`src/rtl/imem_responder.sv`:
```
// Fetch-side responder: serves 16-bit instruction reads out of one buffered line and
// refills that line from physical memory with a single burst on a miss.
module imem_responder #(
  parameter int unsigned LINE_WORDS = 8,
  parameter int unsigned ADDR_W     = 16
) (
  input  logic                     clk,
  input  logic                     reset,
  input  logic                     mem_request,
  input  logic [ADDR_W-1:0]        mem_address,
  input  logic                     flush,
  output logic [15:0]              mem_rdata,
  output logic                     mem_resp,
  output logic                     pmem_read,
  output logic [ADDR_W-1:0]        pmem_address,
  input  logic [LINE_WORDS*16-1:0] pmem_rdata,
  input  logic                     pmem_resp,
  output logic [15:0]              hit_count,
  output logic [15:0]              miss_count
);

  localparam int unsigned OffW = $clog2(LINE_WORDS);
  localparam int unsigned TagW = ADDR_W - OffW - 1;

  typedef enum logic [1:0] {StIdle, StFill, StRespond} state_e;

  state_e                  state_q, state_d;
  logic                    valid_q, valid_d;
  logic [TagW-1:0]         tag_q, tag_d;
  logic [LINE_WORDS*16-1:0] line_q, line_d;
  logic                    flush_pend_q, flush_pend_d;
  logic [ADDR_W-1:0]       req_addr_q, req_addr_d;
  logic [15:0]             mem_rdata_q, mem_rdata_d;
  logic                    mem_resp_q, mem_resp_d;
  logic                    pmem_read_q, pmem_read_d;
  logic [ADDR_W-1:0]       pmem_address_q, pmem_address_d;
  logic [15:0]             hit_q, hit_d;
  logic [15:0]             miss_q, miss_d;

  logic [TagW-1:0] cur_tag;
  logic [OffW-1:0] cur_off;
  logic [OffW-1:0] req_off;

  assign cur_tag = mem_address[ADDR_W-1:OffW+1];
  assign cur_off = mem_address[OffW:1];
  assign req_off = req_addr_q[OffW:1];

  function automatic logic [15:0] pick(input logic [LINE_WORDS*16-1:0] l,
                                       input logic [OffW-1:0] o);
    pick = l[o*16 +: 16];
  endfunction

  always_comb begin
    state_d        = state_q;
    valid_d        = valid_q;
    tag_d          = tag_q;
    line_d         = line_q;
    flush_pend_d   = flush_pend_q;
    req_addr_d     = req_addr_q;
    mem_rdata_d    = mem_rdata_q;
    mem_resp_d     = 1'b0;
    pmem_read_d    = pmem_read_q;
    pmem_address_d = pmem_address_q;
    hit_d          = hit_q;
    miss_d         = miss_q;
    case (state_q)
      StIdle: begin
        // A flush takes priority; a concurrent request is looked up again next cycle.
        if (flush) begin
          valid_d = 1'b0;
        end else if (mem_request && valid_q && (cur_tag == tag_q)) begin
          state_d     = StRespond;
          mem_resp_d  = 1'b1;
          mem_rdata_d = pick(line_q, cur_off);
          if (hit_q != 16'hFFFF) hit_d = hit_q + 16'd1;
        end else if (mem_request) begin
          state_d        = StFill;
          req_addr_d     = mem_address;
          pmem_read_d    = 1'b1;
          pmem_address_d = {cur_tag, {(OffW+1){1'b0}}};
          if (miss_q != 16'hFFFF) miss_d = miss_q + 16'd1;
        end
      end
      StFill: begin
        if (pmem_resp) begin
          pmem_read_d  = 1'b0;
          line_d       = pmem_rdata;
          tag_d        = req_addr_q[ADDR_W-1:OffW+1];
          valid_d      = ~(flush | flush_pend_q);
          flush_pend_d = 1'b0;
          // The fresh word is returned even if the line was flushed during the fill.
          if (mem_request && (mem_address == req_addr_q)) begin
            state_d     = StRespond;
            mem_resp_d  = 1'b1;
            mem_rdata_d = pick(pmem_rdata, req_off);
          end else begin
            state_d = StIdle;
          end
        end else if (flush) begin
          flush_pend_d = 1'b1;
        end
      end
      StRespond: begin
        state_d = StIdle;
        if (flush) valid_d = 1'b0;
      end
      default: state_d = StIdle;
    endcase
  end

  always_ff @(posedge clk or posedge reset) begin
    if (reset) begin
      state_q        <= StIdle;
      valid_q        <= 1'b0;
      tag_q          <= '0;
      line_q         <= '0;
      flush_pend_q   <= 1'b0;
      req_addr_q     <= '0;
      mem_rdata_q    <= '0;
      mem_resp_q     <= 1'b0;
      pmem_read_q    <= 1'b0;
      pmem_address_q <= '0;
      hit_q          <= '0;
      miss_q         <= '0;
    end else begin
      state_q        <= state_d;
      valid_q        <= valid_d;
      tag_q          <= tag_d;
      line_q         <= line_d;
      flush_pend_q   <= flush_pend_d;
      req_addr_q     <= req_addr_d;
      mem_rdata_q    <= mem_rdata_d;
      mem_resp_q     <= mem_resp_d;
      pmem_read_q    <= pmem_read_d;
      pmem_address_q <= pmem_address_d;
      hit_q          <= hit_d;
      miss_q         <= miss_d;
    end
  end

  assign mem_rdata    = mem_rdata_q;
  assign mem_resp     = mem_resp_q;
  assign pmem_read    = pmem_read_q;
  assign pmem_address = pmem_address_q;
  assign hit_count    = hit_q;
  assign miss_count   = miss_q;

endmodule

```
`config.mk`:
```
export PLATFORM = sky130hd
export DESIGN_NAME = imem_responder
export DESIGN_NICKNAME = d
export VERILOG_FILES = /design/src/rtl/imem_responder.sv
export SDC_FILE = /design/constraint.sdc
export NUM_CORES = 1
export LEC_CHECK = 0
export ABC_AREA = 1
export BUFFER_PORTS_ARGS = -buffer_cell sky130_fd_sc_hd__buf_2
export CORE_UTILIZATION = 38
export DETAILED_ROUTE_END_ITERATION = 6
export GPL_TIMING_DRIVEN = 0
export PLACE_DENSITY = 0.64
export SLEW_MARGIN = 5
export SYNTH_ARGS = -nofsm -noshare
export SYNTH_HDL_FRONTEND = slang
export SYNTH_SLANG_ARGS = --single-unit
```
`constraint.sdc`:
```
create_clock -name clk -period 12 [get_ports clk]
set_input_delay 1.2 -clock clk [delete_from_list [all_inputs] [get_ports clk]]
set_output_delay 1.2 -clock clk [all_outputs]
set_load 0.02 [all_outputs]
```
Word-level counts from Yosys, hierarchy flattened --
Cells that the tools add are included. Widths: inputs -> output; s select.
Word-level totals: input bits 149, register bits after elaboration 222, logic and storage cells 77
Cells by class: shift operators 2, equal/unequal tests 14, bitwise logic cells 4, reductions and logical operators 17, add/sub/neg operators 2, multiplexer cells 26
Operators by type and width (number):
- $shiftx 128x8->16 | 2
- $mux 16 | 4
- $add 16x1->16 const B | 2
- $ne 16x16->1 const B | 2
- $pmux 16 s2 | 1
- $eq 16x16->1 | 1
- $reduce_and 5->1 | 3
- $eq 12x12->1 | 1
- $mux 1 | 12
- $ne 2x2->1 const B | 6
- $mux 2 | 5
- $reduce_and 4->1 | 2
- $pmux 1 s2 | 3
- $reduce_and 3->1 | 2
- $reduce_bool 2->1 | 3
- $pmux 2 s2 | 1
- $reduce_and 2->1 | 2
- $logic_and 1x1->1 | 3
- $ne 3x3->1 const B | 1
- $not 1->1 | 3
- $eq 2x1->1 const B | 1
- $eq 2x2->1 const B | 1
- $logic_not 2->1 | 1
- $ne 2x1->1 const B | 1
- other kinds (2) | 2

Depth between registers and ports, before layout --
word-level depth 5, depth in mapped cells 12, gate-level depth less buffers 11

Worst setup path before layout --
No wires, ideal clock.
path type input-to-reg, from input port mem_address[3], to register mem_rdata_q[0] (netlist: mem_rdata[0]), data arrival time 2219 ps, path slack 9663 ps, path buffers 2, stages 11, library setup time 118 ps, path through buf_4 inv_2 nand2_1 nand2_1 nor2_1 nand2_1 nor2_4 nand4_4 buf_4 nand3_1 nand2_1
Between the ends: cells in the longest elaborated chain, start to end 4, elaborated cells on any way between the ends 8
Ends and longest elaborated chain:
- start, declared | RTL line 10 | input logic [ADDR_W-1:0] mem_address,
- $shiftx 128x8->16 or $eq 16x16->1 (tied branches) | RTL line 50, 92
- $mux 16 or $logic_and 1x1->1 (tied branches) | RTL line 71, 92
- $mux 16 or $ne 2x2->1 (tied branches)
- $pmux 16 s2 or $reduce_and 5->1 (tied branches)
- end signal, assigned | RTL line 132 | mem_rdata_q <= mem_rdata_d;
- end, declared | RTL line 33 | logic [15:0] mem_rdata_q, mem_rdata_d;
Parallel ways exist; a longest one is shown, timed or not. The select of a mux whose other input is x is not followed. A chain may end at the register's enable or synchronous reset.

Worst setup path after layout --
from input port mem_address[2], to register mem_rdata_q[4] (netlist: mem_rdata[4])
Same word-level chain as after synthesis.

==> impl_summary.txt <==
----------------------------------------------------
[Pwr]
  Pwr per Cell Area ... roughly 220 nW/um2
  Max VDD drop ... approximately 0.00013 V
  Cell leakage power ... 0.00731 uW
  Total power consumption of the routed design ... 3240 uW

[Clock tree]
  Post-CTS resize count ... 0
  Htree depth ... 1
  Post-cts hold buffer count ... 0
  Total clock sinks ... 210
  Clock transition time at the flip-flop clock pins of the worst setup and hold paths ... 0.06 ns
  Clk buf depth ... 3
  Clock latency at the later pin of the worst-skew pair ... around 0.55 ns
  Number of buffers added by the clock tree synthesis step ... 26
  Library cell used as clock root buffer ... sky130_fd_sc_hd__clkbuf_16
  TritonCTS clock tree ... done
  Post-CTS Setup Repair Bufs ... 0

[Finish]
  Utilization after layout ... between 40% and 50%
  Diode count ... 0
  Most frequent standard cell in the layout excluding fill and tap cells ... sky130_fd_sc_hd__nand2_1
  Top library cells by usage in the layout, fill and taps aside ... sky130_fd_sc_hd__nand2_1 (545), sky130_fd_sc_hd__buf_2 (233), sky130_fd_sc_hd__dfrtp_1 (210), sky130_fd_sc_hd__nor2_1 (135), sky130_fd_sc_hd__o21ai_0 (118)
  Proportion of layout cells with a drive suffix above 1 ... between 10% and 20%
  Final layout net count ... approximately 2000
  Post-synthesis to final-layout area growth ... 20.3%

[Global route]
  Pin count of the biggest net entering global routing ... about 120
  Aggregate global routing overflow ... 0
  First-pass GRT wire length ... around 67000 um
  Antenna violations before repair ... 0
  Vias in the first global route ... 11500
  GRT Overall Usage ... 28.1%

[Yosys]
  Share of async-settable or async-resettable flops after synthesis ... 100%
  Synth warn ... 0
  Largest area contributor in the synthesized netlist ... sky130_fd_sc_hd__dfrtp_1
  Gate count after technology mapping ... 1640
  #FFs+latches synth ... 210
  Parity-gate share of the synthesized area counting xor and xnor cells ... roughly 2.3%
  Synth top area share ... 44.0%
  Post-Synth Simple-Gate Area ... a little under a third
  Adder-cell area share of the yosys netlist ... less than 1%
  Share of synthesized area occupied by flip-flops and latches ... between 40% and 50%
  Number of enable flip-flop cells after synthesis ... 0
  Main synth FF type ... sky130_fd_sc_hd__dfrtp_1
  Share of synthesized area spent on multiplexers ... 0%
  Area fraction in compound gates after synthesis ... between 10% and 20%
  Distinct cell type count after synthesis ... 37
  Post-synthesis cell area ... 12000 um2
  Combinational family with the most area after synthesis ... simple AND/OR/NAND/NOR gates
  Cell types with the largest area share after synthesis ... sky130_fd_sc_hd__dfrtp_1 (44%), sky130_fd_sc_hd__nand2_1 (17%), sky130_fd_sc_hd__o21ai_0 (4.9%)
  Synthesized area divided by synthesized cell count ... 7.29 um2

[Floorplan]
  Horiz. Die Dim ... about 180 um
  Std-Cell Rows ... 64
  Core area ... between 30000 and 40000 um2
  Die outline height ... around 180 um
  Number of primary I/O pins ... between 200 and 250
  Initial Util ... around two fifths
  Die area ... ~32000 um2

[STA]
  FMAX ... approximately 380 MHz
  Final sum of negative setup slack ... 0 ns
  Number of hold-slack violations in the final timing report ... 0
  Max transition margin ... around 36%
  Slew of the pin with the lowest slew margin ... 0.959 ns
  Fin Clk Skew ... roughly 0.033 ns
  Final worst-path cycle share ... between 20% and 30%
  Final-report setup violation count ... 0
  Final number of max-transition violations ... 0
  Final critical delay including setup and external delays ... between 2 and 3 ns
  Setup repair after global routing missed its margin ... no

[Status]
  Run status ... finished with violations
  Violations in the final reports ... design-rule violations

[Job]
  MaxCap Viol Count ... 0

[Worst setup path]
  CP max stage cell ... sky130_fd_sc_hd__buf_1
  Register-to-register setup slack ... roughly 9.7 ns
  Cells on worst reg2reg path ... 9
  Critical Path Max Stage Delay ... roughly 0.65 ns
  Critical Path Source Type ... input port
  Critical-path cell list ... buf_2, buf_2, buf_1, a21oi_1, o21ai_0, nand3_1, nand3_1, nand2_1, nand3_2, nand2_1
  Worst EP required ... between 10 and 15 ns
  Arr. time, crit path ... just over 3 ns
  Worst-path maximum fanout ... 10
  Capture point of the worst reg-to-reg path ... mem_rdata[4]
  Kind of end point of the critical path ... register
  Startpoint of the worst-slack reg-to-reg timing path ... req_addr_q[1]
  Worst Path Class, Setup ... in -> reg

[Routing]
  Drt via density ... about 5.3
  Via count ... between 10000 and 15000
  Iteration count of the initial detailed-routing pass ... 7
  Antenna-violating nets left ... 0
  Detailed-route wire length ... 44600 um
  Number of remaining DRC errors ... 36
  Routed length per instance ... 19.5 um
  Drt first-iter violations ... ~1200

[Worst hold path]
  Hold depth ... 2
  Classification of the worst-slack hold path ... reg -> reg
  Hold path endpoint ... line_q[68]
  Min-delay src ... line_q[68]

[Placed design]
  Number of I/O port buffers ... 208
  Global placement routability congestion ... approximately 0.96
  Detail Placement HPWL ... ~33000 um

----------------------------------------------------
## cell usage after synthesis, types with 8 or more instances
| cell type | instances |
|---|---|
| sky130_fd_sc_hd__o21ai_1 | 85 |
| sky130_fd_sc_hd__buf_2 | 25 |
| sky130_fd_sc_hd__a21oi_1 | 37 |
| sky130_fd_sc_hd__inv_1 | 113 |
| sky130_fd_sc_hd__nand2_1 | 545 |
| sky130_fd_sc_hd__inv_2 | 18 |
| sky130_fd_sc_hd__o21ai_0 | 118 |
| sky130_fd_sc_hd__buf_1 | 8 |
| sky130_fd_sc_hd__buf_4 | 34 |
| sky130_fd_sc_hd__xnor2_1 | 21 |
| sky130_fd_sc_hd__nor3_1 | 9 |
| sky130_fd_sc_hd__nand4_1 | 27 |
| sky130_fd_sc_hd__nand3_1 | 101 |
| sky130_fd_sc_hd__clkbuf_1 | 40 |
| sky130_fd_sc_hd__o211ai_1 | 64 |
| sky130_fd_sc_hd__dfrtp_1 | 210 |
| sky130_fd_sc_hd__nor2_1 | 135 |
| sky130_fd_sc_hd__nand3_2 | 13 |
| sky130_fd_sc_hd__xor2_1 | 10 |
## stage by stage
step / cell area [um2] / setup slack, ns / std cells / hold slack (ns)
4_1_cts: 14400 / 9.50 / 2294 / 0.470
5_1_grt: 14400 / 9.30 / 2294 / 0.478
3_5_place_dp: 13600 / 8.95 / 2249 / 0.453
3_3_place_gp: 13500 / 2.20 / 2247 / 0.449
6_report: 14400 / 9.39 / 2294 / 0.470
2_1_floorplan: 12000 / 5.06 / 1643 / 0.437
## registers in the layout (all words and copies together) (netlist names)
register / count
flush_pend_q: 1
req_addr_q: 16
valid_q: 1
pmem_read: 1
line_q: 128
miss_count: 16
hit_count: 16
mem_resp: 1
mem_rdata: 16
state_q: 2
tag_q: 12
## final cells by class
| cell class | count | area (um2) |
|---|---|---|
| Multi-Input combinational cell | 1188 | 5590 |
| Tap cell | 396 | 495 |
| Inverter | 134 | 514 |
| Fill cell | 3190 | 16400 |
| Clock inverter | 3 | 30.0 |
| Buffer | 111 | 614 |
| Clock buffer | 42 | 791 |
| Sequential cell | 210 | 5260 |
| Timing Repair Buffer | 210 | 1100 |
## critical path, delay by kind of cell
| kind | cells | cell delay, ns |
|---|---|---|
| and+or+nand+nor | 5 | 0.67 |
| AOI/OAI and AO/OA | 2 | 0.19 |
| buffers and inverters | 3 | 0.97 |
## power by group
part	leakage [uW]	internal, uW	switching (uW)
clock network	0.000402	447	316
registers	0.00267	971	141
logic	0.00423	427	932
## cells by family (layout without fill, tap and decap cells)
group,count (synthesis),count (layout)
compound gates,304,304
xor+xnor,31,31
fa+ha+maj,2,2
buf+inv,245,500
flops,210,210
other cells,1,4
simple gates,847,847
## worst max-delay path by stage
stage / from / endpoint
finish: mem_address[2] / mem_rdata[4]
global route: mem_address[2] / mem_rdata[4]
CTS: mem_address[2] / mem_rdata[4]
detailed placement: mem_address[2] / mem_rdata[4]
global placement: reset / line_q[39]
floorplan: reset / flush_pend_q
## per-layer routing
layer	track usage, %	vias up	share of wire [%]
met5	0	-	0
met4	13.8	0	5.4
met3	6.10	111	10
met2	42.2	673	43
met1	38.2	5661	41
li1	-	5775	-
No activity file was read; power rests on OpenSTA's default activity.
